<file path="src/rtl/seq_radix4_mult_ctrl_if.sv">
// Handshake and adder-bus bundle for seq_radix4_mult_ctrl.
// The master side is the multiplier controller; the slave side is the operand source, product consumer and adder.
interface seq_radix4_mult_ctrl_if;
    logic        in_valid;
    logic        in_ready;
    logic [31:0] in_mcand;
    logic [31:0] in_mplr;
    logic [36:0] add_a;
    logic [34:0] add_b;
    logic [37:0] add_sum;
    logic        out_valid;
    logic        out_ready;
    logic [63:0] out_product;
    logic        busy;

    modport master (
        input  in_valid, in_mcand, in_mplr, add_sum, out_ready,
        output in_ready, add_a, add_b, out_valid, out_product, busy
    );

    modport slave (
        output in_valid, in_mcand, in_mplr, add_sum, out_ready,
        input  in_ready, add_a, add_b, out_valid, out_product, busy
    );
endinterface

</file>
<file path="src/rtl/seq_radix4_mult_ctrl.sv">
// Radix-4 iterative 32x32 unsigned multiplier controller driving an external 37+35-bit adder.
// Optional macro EARLY_TERM_EN: finish early once the remaining multiplier digits are all zero.
module seq_radix4_mult_ctrl #(
    parameter int OP_W = 32
) (
    input logic                  clk,
    input logic                  rst_n,
    seq_radix4_mult_ctrl_if.master bus
);
    localparam int ITER = OP_W / 2;

    localparam logic [1:0] IDLE   = 2'd0;
    localparam logic [1:0] CALC   = 2'd1;
    localparam logic [1:0] DONE   = 2'd2;
`ifdef EARLY_TERM_EN
    localparam logic [1:0] FINISH = 2'd3;
`endif

    logic [1:0]      state;
    logic [36:0]     hi;
    logic [OP_W-1:0] lo;
    logic [OP_W-1:0] mcand;
    logic [OP_W-1:0] mplr;
    logic [4:0]      cnt;

    logic [1:0]      digit;
    logic [33:0]     pp;
    logic [36:0]     next_hi;
    logic [OP_W-1:0] next_lo;
    logic            do_add;

    assign digit   = mplr[1:0];
    // mcand * digit fits in 34 bits, so the adder can never overflow 38 bits
    assign pp      = {2'b00, mcand} * {32'd0, digit};
    assign next_hi = {1'b0, bus.add_sum[37:2]};
    assign next_lo = {bus.add_sum[1:0], lo[OP_W-1:2]};

`ifdef EARLY_TERM_EN
    logic [4:0] rem;
    logic [5:0] sh;
    assign do_add = (state == CALC) && (mplr != '0);
    assign rem    = 5'(ITER) - cnt;
    assign sh     = {rem, 1'b0};
`else
    assign do_add = (state == CALC);
`endif

    always_comb begin
        bus.add_a = '0;
        bus.add_b = '0;
        if (do_add) begin
            bus.add_a = hi;
            bus.add_b = {1'b0, pp};
        end
    end

    assign bus.in_ready  = (state == IDLE);
    assign bus.out_valid = (state == DONE);
    assign bus.busy      = (state != IDLE);

    always_ff @(posedge clk or negedge rst_n) begin
        if (!rst_n) begin
            state           <= IDLE;
            hi              <= '0;
            lo              <= '0;
            mcand           <= '0;
            mplr            <= '0;
            cnt             <= '0;
            bus.out_product <= '0;
        end else begin
            case (state)
                IDLE: begin
                    if (bus.in_valid) begin
                        mcand <= bus.in_mcand;
                        mplr  <= bus.in_mplr;
                        hi    <= '0;
                        lo    <= '0;
                        cnt   <= '0;
                        state <= CALC;
                    end
                end
                CALC: begin
`ifdef EARLY_TERM_EN
                    if (mplr == '0) begin
                        state <= FINISH;
                    end else
`endif
                    begin
                        hi   <= next_hi;
                        lo   <= next_lo;
                        mplr <= mplr >> 2;
                        cnt  <= cnt + 5'd1;
                        if (cnt == 5'(ITER - 1)) begin
                            bus.out_product <= {next_hi[OP_W-1:0], next_lo};
                            state           <= DONE;
                        end
                    end
                end
`ifdef EARLY_TERM_EN
                FINISH: begin
                    // realign the product: skipped digits never shifted into lo
                    bus.out_product <= {hi[OP_W-1:0], lo} >> sh;
                    state           <= DONE;
                end
`endif
                DONE: begin
                    if (bus.out_ready) state <= IDLE;
                end
                default: state <= IDLE;
            endcase
        end
    end
endmodule

</file>
<file path="src/flat_wrapper.sv">
// flat-port wrapper written by rule: the top's interface ports become plain ports
module seq_radix4_mult_ctrl_flat 
#(
    parameter int OP_W = 32
)
  (clk, rst_n, bus_in_valid, bus_in_mcand, bus_in_mplr, bus_add_sum, bus_out_ready, bus_in_ready, bus_add_a, bus_add_b, bus_out_valid, bus_out_product, bus_busy);
  seq_radix4_mult_ctrl_if bus_i ();
  input logic clk;
  input logic rst_n;
  input wire logic [$bits(bus_i.in_valid)-1:0] bus_in_valid;
  input wire logic [$bits(bus_i.in_mcand)-1:0] bus_in_mcand;
  input wire logic [$bits(bus_i.in_mplr)-1:0] bus_in_mplr;
  input wire logic [$bits(bus_i.add_sum)-1:0] bus_add_sum;
  input wire logic [$bits(bus_i.out_ready)-1:0] bus_out_ready;
  output wire logic [$bits(bus_i.in_ready)-1:0] bus_in_ready;
  output wire logic [$bits(bus_i.add_a)-1:0] bus_add_a;
  output wire logic [$bits(bus_i.add_b)-1:0] bus_add_b;
  output wire logic [$bits(bus_i.out_valid)-1:0] bus_out_valid;
  output wire logic [$bits(bus_i.out_product)-1:0] bus_out_product;
  output wire logic [$bits(bus_i.busy)-1:0] bus_busy;
  assign bus_i.in_valid = bus_in_valid;
  assign bus_i.in_mcand = bus_in_mcand;
  assign bus_i.in_mplr = bus_in_mplr;
  assign bus_i.add_sum = bus_add_sum;
  assign bus_i.out_ready = bus_out_ready;
  assign bus_in_ready = bus_i.in_ready;
  assign bus_add_a = bus_i.add_a;
  assign bus_add_b = bus_i.add_b;
  assign bus_out_valid = bus_i.out_valid;
  assign bus_out_product = bus_i.out_product;
  assign bus_busy = bus_i.busy;
  seq_radix4_mult_ctrl #(.OP_W(OP_W)) u_core (.clk(clk), .rst_n(rst_n), .bus(bus_i));
endmodule
</file>
<file path="config.mk">
export PLATFORM = sky130hd
export DESIGN_NAME = seq_radix4_mult_ctrl_flat
export DESIGN_NICKNAME = d
export VERILOG_FILES = /design/src/rtl/seq_radix4_mult_ctrl_if.sv /design/src/rtl/seq_radix4_mult_ctrl.sv /design/src/flat_wrapper.sv
export SDC_FILE = /design/constraint.sdc
export NUM_CORES = 1
export LEC_CHECK = 0
export BUFFER_PORTS_ARGS = -buffer_cell sky130_fd_sc_hd__buf_2
export CAP_MARGIN = 20
export CORE_UTILIZATION = 55
export CTS_CLUSTER_DIAMETER = 30
export DETAILED_ROUTE_END_ITERATION = 10
export PLACE_DENSITY = 0.81
export SLEW_MARGIN = 5
export SYNTH_ARGS = -nofsm -noshare
export SYNTH_HDL_FRONTEND = slang
export SYNTH_SLANG_ARGS = --single-unit
</file>
<file path="constraint.sdc">
create_clock -name clk -period 4.5 [get_ports clk]
set_input_delay 1.125 -clock clk [delete_from_list [all_inputs] [get_ports clk]]
set_output_delay 1.125 -clock clk [all_outputs]
set_load 0.02 [all_outputs]
</file>
==> impl_metrics.tcl <==
set metrics [dict create \
    start_util_pct 56.1 \
    syn_avg_cell_area_sq_um 8.93 \
    period_share_pct 101 \
    outcome "complete, but fails checks" \
    hold-worst-slack_ns 0.484 \
    endpoint_kind "primary output" \
    place_congestion 0.915 \
    async_reset_ff_share_pct 100 \
    clk_latency_ns 0.53 \
    path_cells "and2_1 > ha_2 > inv_1 > fa_2 > nor2b_2 > o211a_1 > o2111ai_4 > buf_4 > a21oi_2 > o21ai_2 > and4_1 > nor3_1 > buf_2" \
    tightest_slew_ns 0.991 \
    finClkSkew_ns 0.0190 \
    critPathMaxStageDelay_ns 0.47 \
    cp-start-kind "flip-flop" \
    synth_cell_types 52 \
    place_ws_ns 0.201 \
    cts.sinks 201 \
    port_buffers 242 \
    fin_crit_ns 4.55 \
    vias 9592 \
    rows 50 \
    setup_viol 7 \
    cap_viol_max_count 0 \
    cts_tree "done" \
    die_area_sq_um 19700 \
    fin_ws_ns -0.0542 \
    cp_max_fo 8 \
    p_clk_share_pct 25.2 \
    powerDensity_nw_per_um2 907 \
    cts_buffers 42 \
    max_freq_ghz 0.220 \
    core_area_sq_um 18700 \
    wl_per_cell_um 17.5 \
    clk_pin_slew_worst_paths_ns 0.05 \
    synth-edff-count 0 \
    p_total_mw 12.6 \
    comb_power_share_pct 50.3 \
    fin_setup_tns_ns -0.204 \
    leakagePower_nw 6.92 \
    slowest_stage "dfrtp_2" \
    areaGrowthSynthToFinish_pct 32.3 \
    antenna_found_initial 2 \
    post_dp_cell_area_sq_um 11900 \
    pwr-share-seq_pct 24.6 \
    crit_type "reg2out" \
    globalRoute.totalOverflow 0 \
    slew_headroom_pct 33.7 \
    firstDrtPassIters 6 \
    ys.flop_type "dfrtp_1" \
    io_pins 245 \
    synth_cells 1176 \
    synth_warnings 0 \
    grt_pass1_wl_um 47700 \
    grt_pass1_vias 9638 \
    crit_required_ns 3.38 \
    hold_path.class "reg2reg" \
    cts_hold_buf 0 \
    violations "setup timing" \
    rsz0062_at_grt "true" \
    clockBufferDepth 3 \
    dp_hpwl_um 18300 \
    fp.dieW_um 140 \
    grt_max_degree 92 \
    drt_iter0_drc 593 \
    cp.arrival_ns 3.43 \
    swShare_pct 43.2 \
    hold_viol 0 \
    slew_viol_final 0 \
    root_buffer "clkbuf_16" \
    design_area_sq_um 13900 \
    drc 0 \
    syn_area_sq_um 10500 \
    drive_gt1_share_pct 32.8 \
    ys_ff_latch 201 \
    drt_wl_total_um 29600 \
    internal_power_mw 7.16 \
    viasPerCell 5.66 \
    dieHeight_um 140 \
    p_sw_mw 5.44 \
    final_antenna_net_count 0 \
    layout.nets 1566 \
    grt_usage_pct 30.2 \
    seq_area_frac_synth_pct 47.9 \
    vdd_ir_drop_max_uv 577 \
    cts_max_level 2 \
]
-- cell usage after synthesis, types with 9 or more instances --
cell type / instances / area, sq um
nand4_1: 10 / 62.6
a31oi_1: 35 / 219
nand2_1: 319 / 1200
xor2_1: 9 / 78.8
clkbuf_1: 61 / 229
a21o_1: 10 / 75.1
nor3_1: 11 / 55.1
nor2_1: 58 / 218
mux2_2: 64 / 721
o21a_1: 9 / 67.6
and2_1: 101 / 632
ha_1: 33 / 413
o21ai_0: 90 / 450
buf_1: 10 / 37.5
nand3_1: 16 / 80.1
inv_1: 16 / 60.1
a21oi_1: 35 / 175
dfrtp_1: 201 / 5030
-- final timing paths --
kind	to	cells after the start	from	slack (ns)
worst min-delay path	u_core.mcand[28]	2	u_core.mcand[28]	0.48
worst max register to register	u_core.hi[27]	5	u_core.state[1]	1.80
max in group asynchronous	u_core.bus.out_product[23]	2	rst_n	2.92
worst min register to register	u_core.mcand[28]	2	u_core.mcand[28]	0.48
min in group asynchronous	u_core.mcand[12]	1	rst_n	0.68
worst max-delay path	bus_add_b[27]	13	u_core.mplr[0]	-0.05
-- cell families (layout without fill, tap and decap cells) --
logic type / after synthesis / in the layout / synth area share [%]
AND/OR/NAND/NOR: 548 / 548 / 23.5
AO/OA/AOI/OAI: 216 / 216 / 12.5
flip-flops: 201 / 201 / 47.9
buffers and inverters: 93 / 375 / 3.44
multiplexers: 67 / 67 / 7.15
adder cells (fa/ha/maj): 34 / 34 / 4.12
XOR/XNOR: 16 / 16 / 1.33
other: 1 / 3 / 0.0357
-- state kept, by name (all words and copies together), names as in the netlist --
name / flops
u_core.bus.out_product: 64
u_core.cnt: 5
u_core.hi: 36
u_core.lo: 30
u_core.mcand: 32
u_core.mplr: 32
u_core.state: 2
-- cells in the final DEF (no fill, tap or decap), types with 33 or more instances in the layout --
| cell type | instances |
|---|---|
| mux2_2 | 64 |
| buf_4 | 41 |
| clkbuf_16 | 42 |
| o21ai_0 | 87 |
| buf_2 | 234 |
| a31oi_1 | 33 |
| nor2_1 | 56 |
| dfrtp_1 | 199 |
| and2_1 | 95 |
| nand2_1 | 317 |
-- through the flow --
step | instances | utilization, %
finish | 1694 | 74.2
global route | 1693 | 74.2
CTS | 1685 | 73.3
detailed placement | 1599 | 63.8
global placement | 1599 | 63.8
floorplan | 1177 | -
-- layer usage --
layer  routed length (um)  track usage [%]  up-vias
li1                     -                -     4472
met1                11900             37.2     4620
met2                14300             50.1      404
met3                 2250             7.66       94
met4                 1180             14.0        2
met5                   13                0        -
-- what timing repair did --
item,in CTS,in global routing
gates resized for setup,39,28
pin swaps,6,7
cloned,1,0
endpoints found under the setup margin,15,17
buffers inserted,8,8
hold endpoints to repair,0,0
-- final cells by class --
class | count | area (sq um)
inverter | 16 | 60.1
timing repair buffer | 282 | 1580
multi-input combinational | 883 | 5430
clock buffer | 49 | 1150
tap | 234 | 293
fill | 1312 | 4820
antenna | 1 | 2.50
clock inverter | 28 | 344
sequential | 201 | 5030
-- power by group through the flow --
stage                     Sequential, mW  Clock (mW)  Combinational (mW)
after floorplan                     3.26           0                3.73
after global placement              3.05           0                5.64
after detailed placement            3.08           0                5.71
after CTS                           3.08        3.21                6.05
after global routing                3.19        3.29                6.88
final                               3.09        3.17                6.33
-- worst max-delay path, delay by kind of cell (launching register included) --
| kind | cells | cell delay (ns) |
|---|---|---|
| AOI/OAI and AO/OA | 4 | 0.74 |
| adders and majority gates | 2 | 0.55 |
| buffers and inverters | 3 | 0.45 |
| DFF | 1 | 0.47 |
| and+or+nand+nor | 4 | 0.71 |
(Power assumes the default switching activity.)
